[config.mk]
export PLATFORM = sky130hd
export DESIGN_NAME = keypad_unit
export DESIGN_NICKNAME = d
export VERILOG_FILES = /design/src/rtl/keypad_unit_pkg.sv /design/src/rtl/keypad_scanner.sv /design/src/rtl/keypad_unit.sv
export SDC_FILE = /design/constraint.sdc
export NUM_CORES = 1
export LEC_CHECK = 0
export BUFFER_PORTS_ARGS = -buffer_cell sky130_fd_sc_hd__clkbuf_2
export CAP_MARGIN = 40
export CORE_AREA = 2 2 158 160
export CTS_BUF_LIST = sky130_fd_sc_hd__clkbuf_16
export DETAILED_ROUTE_END_ITERATION = 8
export DIE_AREA = 0 0 160 162
export GPL_TIMING_DRIVEN = 0
export PLACE_DENSITY = 0.72
export SLEW_MARGIN = 20
export SYNTH_ARGS = -nofsm -noshare
export SYNTH_HDL_FRONTEND = slang
export SYNTH_SLANG_ARGS = --single-unit
[constraint.sdc]
create_clock -name clk -period 26.8 [get_ports clk]
set_input_delay 1.34 -clock clk [delete_from_list [all_inputs] [get_ports clk]]
set_output_delay 1.34 -clock clk [all_outputs]
set_load 0.05 [all_outputs]
[src/rtl/keypad_unit_pkg.sv]
// Shared definitions for the keypad block: entry-FSM states, key function codes
// and the scan-code to key-symbol map.
package keypad_unit_pkg;

  localparam int ISA_WIDTH         = 32;
  localparam int KEYPAD_MAX_DIGITS = 8;

  typedef enum logic [1:0] {
    KP_IDLE  = 2'd0,
    KP_INPUT = 2'd1,
    KP_DONE  = 2'd2
  } kp_state_e;

  localparam logic [3:0] KEY_BACKSPACE = 4'hA;
  localparam logic [3:0] KEY_CLEAR     = 4'hB;
  localparam logic [3:0] KEY_ENTER     = 4'hD;
  localparam logic [3:0] KEY_PAUSE     = 4'hE;

  // Symbols 0..9 are digits; 4'hC (C) and 4'hF (#) carry no function.
  function automatic logic [3:0] key_symbol(input logic [3:0] code);
    case (code)
      4'd0:    key_symbol = 4'h1;
      4'd1:    key_symbol = 4'h2;
      4'd2:    key_symbol = 4'h3;
      4'd3:    key_symbol = KEY_BACKSPACE;
      4'd4:    key_symbol = 4'h4;
      4'd5:    key_symbol = 4'h5;
      4'd6:    key_symbol = 4'h6;
      4'd7:    key_symbol = KEY_CLEAR;
      4'd8:    key_symbol = 4'h7;
      4'd9:    key_symbol = 4'h8;
      4'd10:   key_symbol = 4'h9;
      4'd11:   key_symbol = 4'hC;
      4'd12:   key_symbol = KEY_PAUSE;
      4'd13:   key_symbol = 4'h0;
      4'd14:   key_symbol = 4'hF;
      default: key_symbol = KEY_ENTER;
    endcase
  endfunction

endpackage

[src/rtl/keypad_scanner.sv]
// Drives the 4x4 matrix one row at a time, builds a raw key map per frame,
// debounces it and emits a single key_valid pulse per clean single-key press.
module keypad_scanner #(
  parameter int SCAN_DIV       = 50_000,
  parameter int DEBOUNCE_SCANS = 20
) (
  input  logic       clk,
  input  logic       rst,
  output logic [3:0] keypad_row,
  input  logic [3:0] keypad_col,
  output logic       key_valid,
  output logic [3:0] key_code
);

  localparam int DIV_W = (SCAN_DIV > 1) ? $clog2(SCAN_DIV) : 1;
  localparam int DB_W  = $clog2(DEBOUNCE_SCANS + 1);
  localparam logic [DIV_W-1:0] DIV_LAST  = DIV_W'(SCAN_DIV - 1);
  localparam logic [DB_W-1:0]  DB_TARGET = DB_W'(DEBOUNCE_SCANS);

  logic [3:0]       col_meta_q, col_sync_q;
  logic [DIV_W-1:0] div_q, div_d;
  logic [1:0]       row_idx_q, row_idx_d;
  logic [3:0]       row_q, row_d;
  logic [15:0]      acc_q, acc_d, prev_q, prev_d, stable_q, stable_d;
  logic [DB_W-1:0]  match_q, match_d;
  logic             key_valid_q, key_valid_d;
  logic [3:0]       key_code_q, key_code_d;
  logic             slot_end;

  assign slot_end = (div_q == DIV_LAST);

  always_comb begin
    // NOTE: every *_d gets a default first so no path leaves it unassigned (no latch).
    div_d       = div_q + 1'b1;
    row_idx_d   = row_idx_q;
    row_d       = row_q;
    acc_d       = acc_q;
    prev_d      = prev_q;
    stable_d    = stable_q;
    match_d     = match_q;
    key_valid_d = 1'b0;
    key_code_d  = key_code_q;
    if (slot_end) begin
      div_d     = '0;
      row_idx_d = row_idx_q + 2'd1;
      row_d     = {row_q[2:0], row_q[3]};
      acc_d[{row_idx_q, 2'b00} +: 4] = ~col_sync_q;
      if (row_idx_q == 2'd3) begin
        prev_d = acc_d;
        if (acc_d == prev_q) begin
          if (match_q != DB_TARGET) match_d = match_q + 1'b1;
          if (match_d == DB_TARGET) stable_d = acc_d;
        end else begin
          match_d = '0;
        end
        // Only an all-clear -> exactly-one-key transition is a press.
        if (stable_q == '0 && stable_d != '0 && (stable_d & (stable_d - 16'd1)) == '0) begin
          key_valid_d = 1'b1;
          for (int i = 0; i < 16; i++) begin
            if (stable_d[i]) key_code_d = 4'(i);
          end
        end
      end
    end
  end

  always_ff @(posedge clk) begin
    // NOTE: state flops use non-blocking assignments; reset is synchronous here.
    if (rst) begin
      col_meta_q  <= 4'hF;
      col_sync_q  <= 4'hF;
      div_q       <= '0;
      row_idx_q   <= 2'd0;
      row_q       <= 4'b1110;
      acc_q       <= '0;
      prev_q      <= '0;
      stable_q    <= '0;
      match_q     <= '0;
      key_valid_q <= 1'b0;
      key_code_q  <= 4'd0;
    end else begin
      col_meta_q  <= keypad_col;
      col_sync_q  <= col_meta_q;
      div_q       <= div_d;
      row_idx_q   <= row_idx_d;
      row_q       <= row_d;
      acc_q       <= acc_d;
      prev_q      <= prev_d;
      stable_q    <= stable_d;
      match_q     <= match_d;
      key_valid_q <= key_valid_d;
      key_code_q  <= key_code_d;
    end
  end

  assign keypad_row = row_q;
  assign key_valid  = key_valid_q;
  assign key_code   = key_code_q;

endmodule

[src/rtl/keypad_unit.sv]
// Keypad front end: decodes debounced presses into decimal number entry for
// data_mem and a pause/resume toggle for hazard_unit.
module keypad_unit
  import keypad_unit_pkg::*;
#(
  parameter int SCAN_DIV       = 50_000,
  parameter int DEBOUNCE_SCANS = 20,
  parameter int MAX_DIGITS     = KEYPAD_MAX_DIGITS
) (
  input  logic                 clk,
  input  logic                 rst,
  output logic [3:0]           keypad_row,
  input  logic [3:0]           keypad_col,
  input  logic                 keypad_read_enable,
  output logic                 keypad_read_complete,
  output logic [ISA_WIDTH-1:0] keypad_value,
  output logic [3:0]           keypad_digit_cnt,
  output logic                 cpu_pause,
  output logic                 cpu_resume
);

  logic                 key_valid;
  logic [3:0]           key_code, sym;
  logic                 is_digit;
  kp_state_e            state_q, state_d;
  logic [ISA_WIDTH-1:0] value_q, value_d, value_x10, value_div10;
  logic [3:0]           cnt_q, cnt_d;
  logic                 complete_q, complete_d;
  logic                 pause_q, pause_d, paused_q, paused_d;

  keypad_scanner #(
    .SCAN_DIV      (SCAN_DIV),
    .DEBOUNCE_SCANS(DEBOUNCE_SCANS)
  ) u_scanner (
    .clk       (clk),
    .rst       (rst),
    .keypad_row(keypad_row),
    .keypad_col(keypad_col),
    .key_valid (key_valid),
    .key_code  (key_code)
  );

  assign sym         = key_symbol(key_code);
  assign is_digit    = (sym <= 4'd9);
  // MAX_DIGITS bounds the value, so the shift-add can never overflow.
  assign value_x10   = (value_q << 3) + (value_q << 1) + ISA_WIDTH'(sym);
  assign value_div10 = value_q / ISA_WIDTH'(10);

  always_comb begin
    state_d    = state_q;
    value_d    = value_q;
    cnt_d      = cnt_q;
    complete_d = complete_q;
    pause_d    = 1'b0;
    paused_d   = paused_q;
    case (state_q)
      KP_IDLE: begin
        if (keypad_read_enable) begin
          state_d = KP_INPUT;
          value_d = '0;
          cnt_d   = '0;
        end
      end
      KP_INPUT: begin
        if (!keypad_read_enable) begin
          state_d = KP_IDLE;
          value_d = '0;
          cnt_d   = '0;
        end else if (key_valid) begin
          if (is_digit) begin
            if (cnt_q < 4'(MAX_DIGITS)) begin
              value_d = value_x10;
              cnt_d   = cnt_q + 4'd1;
            end
          end else begin
            case (sym)
              KEY_BACKSPACE: if (cnt_q != 4'd0) begin
                value_d = value_div10;
                cnt_d   = cnt_q - 4'd1;
              end
              KEY_CLEAR: begin
                value_d = '0;
                cnt_d   = '0;
              end
              KEY_ENTER: begin
                state_d    = KP_DONE;
                complete_d = 1'b1;
              end
              default: ;
            endcase
          end
        end
      end
      KP_DONE: begin
        if (!keypad_read_enable) begin
          state_d    = KP_IDLE;
          complete_d = 1'b0;
          value_d    = '0;
          cnt_d      = '0;
        end
      end
      default: state_d = KP_IDLE;
    endcase
    // Pause toggles independently of whatever the entry FSM is doing.
    if (key_valid && sym == KEY_PAUSE) begin
      pause_d  = ~paused_q;
      paused_d = ~paused_q;
    end
  end

  always_ff @(posedge clk) begin
    if (rst) begin
      state_q    <= KP_IDLE;
      value_q    <= '0;
      cnt_q      <= '0;
      complete_q <= 1'b0;
      pause_q    <= 1'b0;
      paused_q   <= 1'b0;
    end else begin
      state_q    <= state_d;
      value_q    <= value_d;
      cnt_q      <= cnt_d;
      complete_q <= complete_d;
      pause_q    <= pause_d;
      paused_q   <= paused_d;
    end
  end

  assign keypad_read_complete = complete_q;
  assign keypad_value         = value_q;
  assign keypad_digit_cnt     = cnt_q;
  assign cpu_pause            = pause_q;
  assign cpu_resume           = ~paused_q;

endmodule
Word level (Yosys, flattened, before mapping)
Memories as Yosys holds them, arrays and structs flattened. A register that Yosys moved wholly into a read port is not among the register bits.
Index checks and enable logic that the tools add are counted.
{"block": "op_classes", "n_addsub": 9, "n_mul": 0, "div": 1, "n_lt_le_gt_ge": 2, "n_eq_ne": 23, "n_shift": 2, "n_mux": 60, "n_bitwise": 6, "n_reduce_logical": 18}
{"operator": "$mux W32", "n": 7}
{"operator": "$mux W4", "n": 25}
{"operator": "$pmux W32 S3", "n": 1}
{"operator": "$mux W16", "n": 4}
{"operator": "$pmux W32 S2", "n": 1}
{"operator": "$add A32 B32 Y32", "n": 1}
{"operator": "$add A32 B4 Y32", "n": 1}
{"operator": "$div A32 B4 Y32 const B", "n": 1}
{"operator": "$logic_not A16 Y1", "n": 2}
{"operator": "$mux W5", "n": 5}
{"operator": "$add A16 B1 Y16 const B", "n": 1}
{"operator": "$and A16 B16 Y16", "n": 1}
{"operator": "$bwmux W16", "n": 1}
{"operator": "$eq A16 B16 Y1", "n": 1}
{"operator": "$eq A16 B16 Y1 const B", "n": 1}
{"operator": "$eq A4 B4 Y1 const B", "n": 4}
{"operator": "$reduce_bool A16 Y1", "n": 1}
{"operator": "$shift A4 B6 Y16 const A", "n": 1}
{"operator": "$shiftx A4 B6 Y16", "n": 1}
{"operator": "$sub A16 B1 Y16 const B", "n": 1}
{"operator": "$mux W2", "n": 6}
{"operator": "$pmux W4 S3", "n": 1}
{"operator": "$ne A5 B5 Y1 const B", "n": 2}
{"operator": "$ne A2 B2 Y1 const B", "n": 4}
{"operator": "33 further kinds", "n": 47}
{"block": "word_totals", "regBits": 129, "latch_bits": 0, "ram_bits": 0, "romBits": 64, "inputBits": 7, "out_inout_bits": 43, "wordCells": 139, "mem_count": 1}
{"memory": "(name not given)", "words": 16, "width": 4, "rd": 1, "rd_clocked_by_memory_dff": 1, "wr": 0, "line_no": "keypad_unit_pkg.sv:21", "rtl": "case (code)"}

Logic depth before layout (Yosys ltp)
{"block": "depth", "ltp_word": 30, "ltp_mapped": 47, "ltp_nobuf": 36}

By module
A second synthesis with hierarchy kept.
{"block": "unflattened", "hier_cells": 1702, "area_unflattened_um2": 13047.5}
{"module": "keypad_unit", "n_inst": 1, "cells_each": 1139, "area_each_um2": 8349.3, "seq_area_each_um2": 820.8}
{"module": "keypad_scanner", "n_inst": 1, "cells_each": 563, "area_each_um2": 4698.3, "seq_area_each_um2": 1761.7}

Worst setup path before layout
OpenSTA, ideal clock, no wires.
{"block": "synth_path", "kind": "reg-to-reg", "from": "register value_q[27], in the netlist keypad_value[27]", "to": "register value_q[1], in the netlist keypad_value[1]", "setup_time_ns": 0.132, "arrival_time_ns": 9.643, "t_required_ns": 26.668, "path_slack_ns": 17.025, "path_stages_with_launch": 41, "n_path_buf": 4, "period_less_slack_ns": 9.775, "cell_sequence": "dfxtp_1 nor2b_1 buf_2 a211oi_1 o21a_1 a211oi_2 mux2_2 nor3_4 mux2i_1 o221ai_2 a2111oi_2 and4bb_1 nor2_2 mux2_1 o31ai_1 a2111oi_2 nor3_2 a221oi_4 [5 not listed] or3_1 mux2i_1 a22o_1 buf_4 o21a_1 a211oi_4 and2_1 buf_4 mux2i_1 a2bb2oi_1 o311ai_2 a31oi_1 or3b_4 o21ai_2 nand2b_1 nor2_1 o41ai_1 a21oi_1"}
{"block": "synth_via", "elab_chain_len": 7}
{"item": "from (decl)", "line_no": "keypad_unit.sv:26", "rtl": "logic [ISA_WIDTH-1:0] value_q, value_d, value_x10, value_div10;"}
{"item": "from (signal assigned)", "line_no": "keypad_unit.sv:121", "rtl": "value_q <= value_d;"}
{"item": "$div A32 B4 Y32", "line_no": "keypad_unit.sv:47", "rtl": "assign value_div10 = value_q / ISA_WIDTH'(10);"}
{"item": "$mux W32", "line_no": "keypad_unit.sv:77", "rtl": "KEY_BACKSPACE: if (cnt_q != 4'd0) begin"}
{"item": "$pmux W32 S2", "line_no": "keypad_unit.sv:76", "rtl": "case (sym)"}
{"item": "$mux W32", "line_no": "keypad_unit.sv:70", "rtl": "if (is_digit) begin"}
{"item": "$mux W32", "line_no": "keypad_unit.sv:69", "rtl": "end else if (key_valid) begin"}
{"item": "$mux W32", "line_no": "keypad_unit.sv:65", "rtl": "if (!keypad_read_enable) begin"}
{"item": "$pmux W32 S3", "line_no": "keypad_unit.sv:56", "rtl": "case (state_q)"}
Every way passes these cells. The select of a mux whose other input is x is not followed.
A chain may end at the register's enable or synchronous reset.

Final worst setup path
{"block": "layout_path", "from": "register value_q[26], in the netlist keypad_value[26]", "to": "register value_q[0], in the netlist keypad_value[0]"}
The elaborated chain is that of the path after synthesis.

==> qor.csv <==
metric,value,unit
synth_mux_area_share,3.81,%
power-per-cell-area,29.8,nW/um^2
synthArstFlopShare,0,%
synth_xor_area_share,5.38,%
hold_start,u_scanner.col_meta_q[1],
vias_per_cell,6.47,
yosysSeqAreaShare,20.3,%
fin_crit,11.78,ns
synth_most_common_cell,nor2_1,
clkSlewWorstSetupHoldPaths,0.06,ns
cts_setup_buffers,0,
cp-start-kind,flop,
fp.dieArea,25900,sq um
drc,0,
firstDrtPassIters,6,
yosys-top-cells-count,"232 x nor2_1, 138 x a21oi_1, 133 x dfxtp_1",
timing.fmax,84.9,MHz
netlist_area,13100,sq um
worstPathArrival,12.05,ns
holdCritPathClass,reg2reg,
worstPathRequired,27.07,ns
cts_tree,done,
port_buffers,48,
synth-main-ff-cell,dfxtp_1,
cpMostUsedCell,buf_2,
start_util,54.5,%
rr_startpoint,keypad_value[26],
track_usage,29.7,%
drive_gt1_share,9.95,%
drt_iter0_markers,1650,
synth_edf_count,0,
finalMaxSlewViolations,0,
clock_skew,0.00749,ns
ys_warn_count,0,
ys_types,122,
clock-sinks,133,
vdd_drop_max,43.4,uV
p_comb_share,2.7,%
synth_area_leaders,"dfxtp_1 20%, ha_1 7.0%, nor2_1 6.6%",
worst_slew_pin_slew,0.827,ns
fin_nets,1929,
fin_area,14300,sq um
p_leak,5.53,nW
die_w,160,microns
root_buffer,clkbuf_16,
synth_area_leader_cell,dfxtp_1,
vias,14122,
cts_max_level,4,
synth_top_area_share,20.3,%
p_int,0.328,mW
cts_resized,0,
synth-compound-area-share,32.8,%
path_class,reg2reg,
numCtsBuffers,17,
swShare,23.5,%
maxCapViolations,0,
syn_inst,1776,
floorplan.core_area,24100,sq um
grt_overflow,0,
slowest_delay,0.69,ns
antenna_found_initial,0,
fill_cells,2277,
wl,39900,microns
cp-end-kind,flop,
grt_pass1_wl,64200,microns
cts.path.max_buffers,2,
syn2layout_area_growth,9.16,%
fin_tns_setup,0,ns
grt_max_degree,17,
clock_latency,0.43,ns
rsz0062_at_grt,false,
path_max_fanout,10,
status,finished clean,
startpoint,keypad_value[26],
num_antenna_cells,0,
post-dp-hpwl,29500,microns
synth.avg_cell_area,7.40,sq um
grt_pass1_vias,12802,
avgRoutedWirePerCell,18.3,microns
finalSetupViolCount,0,
slowest_stage,o41ai_1,
die_h,162,microns
fin_crit_sh,44.0,%
synthAdderAreaFrac,7.59,%
holdBufCountCts,0,
io_pins,50,
p_seq_share,46.7,%
gp_congestion,0.969,
relSlewSlack,44.5,%
synth_top_family_by_area,compound AO/OA/AOI/OAI gates,
power_switching,0.100,mW
hold_viol_final,0,
synth-simple-area-share,24.3,%
dpl_cell_area,13800,sq um
row_count,57,
synth_nets,1859,
ant_nets,0,
clock_power_share,50.6,%
yosys_register_bits,133,
[cell families (layout without fill, tap and decap cells)]
| kind of cell | after synthesis | after routing |
|---|---|---|
| xor gates and xnor gates | 77 | 77 |
| and+or+nand+nor | 655 | 655 |
| adders and majority gates | 79 | 79 |
| DFF | 133 | 133 |
| AOI/OAI and AO/OA | 593 | 593 |
| muxes | 49 | 49 |
| buffers and inverters | 190 | 273 |
[through the flow]
stage	cells	hold WS, ns	total power [mW]	utilization, %	setup WS, ns
final	2183	0.409	0.428	59.5	15.02
after global routing	2183	0.422	0.440	59.5	14.11
after CTS	2181	0.411	0.430	59.5	15.38
after detailed placement	2149	0.397	0.216	57.2	15.56
after global placement	2148	0.393	0.215	57.2	15.55
after floorplan	1776	0.389	0.211	-	17.03
[per-layer routing]
| metal | GRT usage, % | vias up | wire, microns |
|---|---|---|---|
| met2 | 49.9 | 558 | 18500 |
| met5 | 0 | - | 0 |
| li1 | - | 6809 | - |
| met3 | 3.73 | 107 | 2380 |
| met1 | 39.1 | 6648 | 17700 |
| met4 | 11.2 | 0 | 1250 |
[critical path: cells and delay by family, from the launching register on]
kind / cells / cell delay, ns
flops: 1 / 0.45
compound gates: 23 / 6.55
xor+xnor: 1 / 0.68
simple gates: 11 / 2.71
buf+inv: 6 / 1.21
[worst paths after layout]
path | end | slack, ns | cells after the start
hold / removal | u_scanner.col_sync_q[1] | 0.41 | 1
hold reg to reg | u_scanner.col_sync_q[1] | 0.41 | 1
setup / recovery | keypad_value[0] | 15.02 | 41
setup reg to reg | keypad_value[0] | 15.02 | 41
[layout by cell type (no fill, tap or decap), drive strengths merged, types with 23 or more instances in the layout]
master,count
xnor2,53
a31oi,28
nand3,52
clkbuf,161
nand2,132
mux2i,41
dfxtp,133
nor2,234
nor3,54
buf,35
a21oi,142
xor2,23
nor4,28
o21ai,90
ha,74
a211oi,50
inv,63
[flip-flops by register name, indices dropped and copies added (netlist names), 2 cells and up]
signal	flops
keypad_digit_cnt	4
u_scanner.col_meta_q	4
u_scanner.div_q	16
u_scanner.acc_q	16
u_scanner.key_code	4
u_scanner.keypad_row	4
u_scanner.row_idx_q	2
u_scanner.stable_q	16
keypad_value	32
sym	4
state_q	2
u_scanner.prev_q	16
u_scanner.col_sync_q	4
u_scanner.match_q	5
[power by group through the flow]
stage,registers (mW),logic [mW],clock network [mW]
floorplan,0.204,0.00682,0
global placement,0.204,0.0113,0
detailed placement,0.204,0.0115,0
CTS,0.200,0.0115,0.219
global route,0.200,0.0127,0.228
finish,0.200,0.0117,0.217
[cell type report]
| class | count | area [sq um] | share of cell area [%] |
|---|---|---|---|
| multi-input combinational | 1453 | 9700 | 67.6 |
| timing repair buffer | 51 | 256 | 1.79 |
| clock buffer | 17 | 425 | 2.97 |
| clock inverter | 15 | 116 | 0.811 |
| tap | 324 | 405 | 2.83 |
| inverter | 62 | 233 | 1.62 |
| buffer | 128 | 543 | 3.79 |
| sequential | 133 | 2660 | 18.6 |
Note: power is estimated with default switching activity, not from simulation.
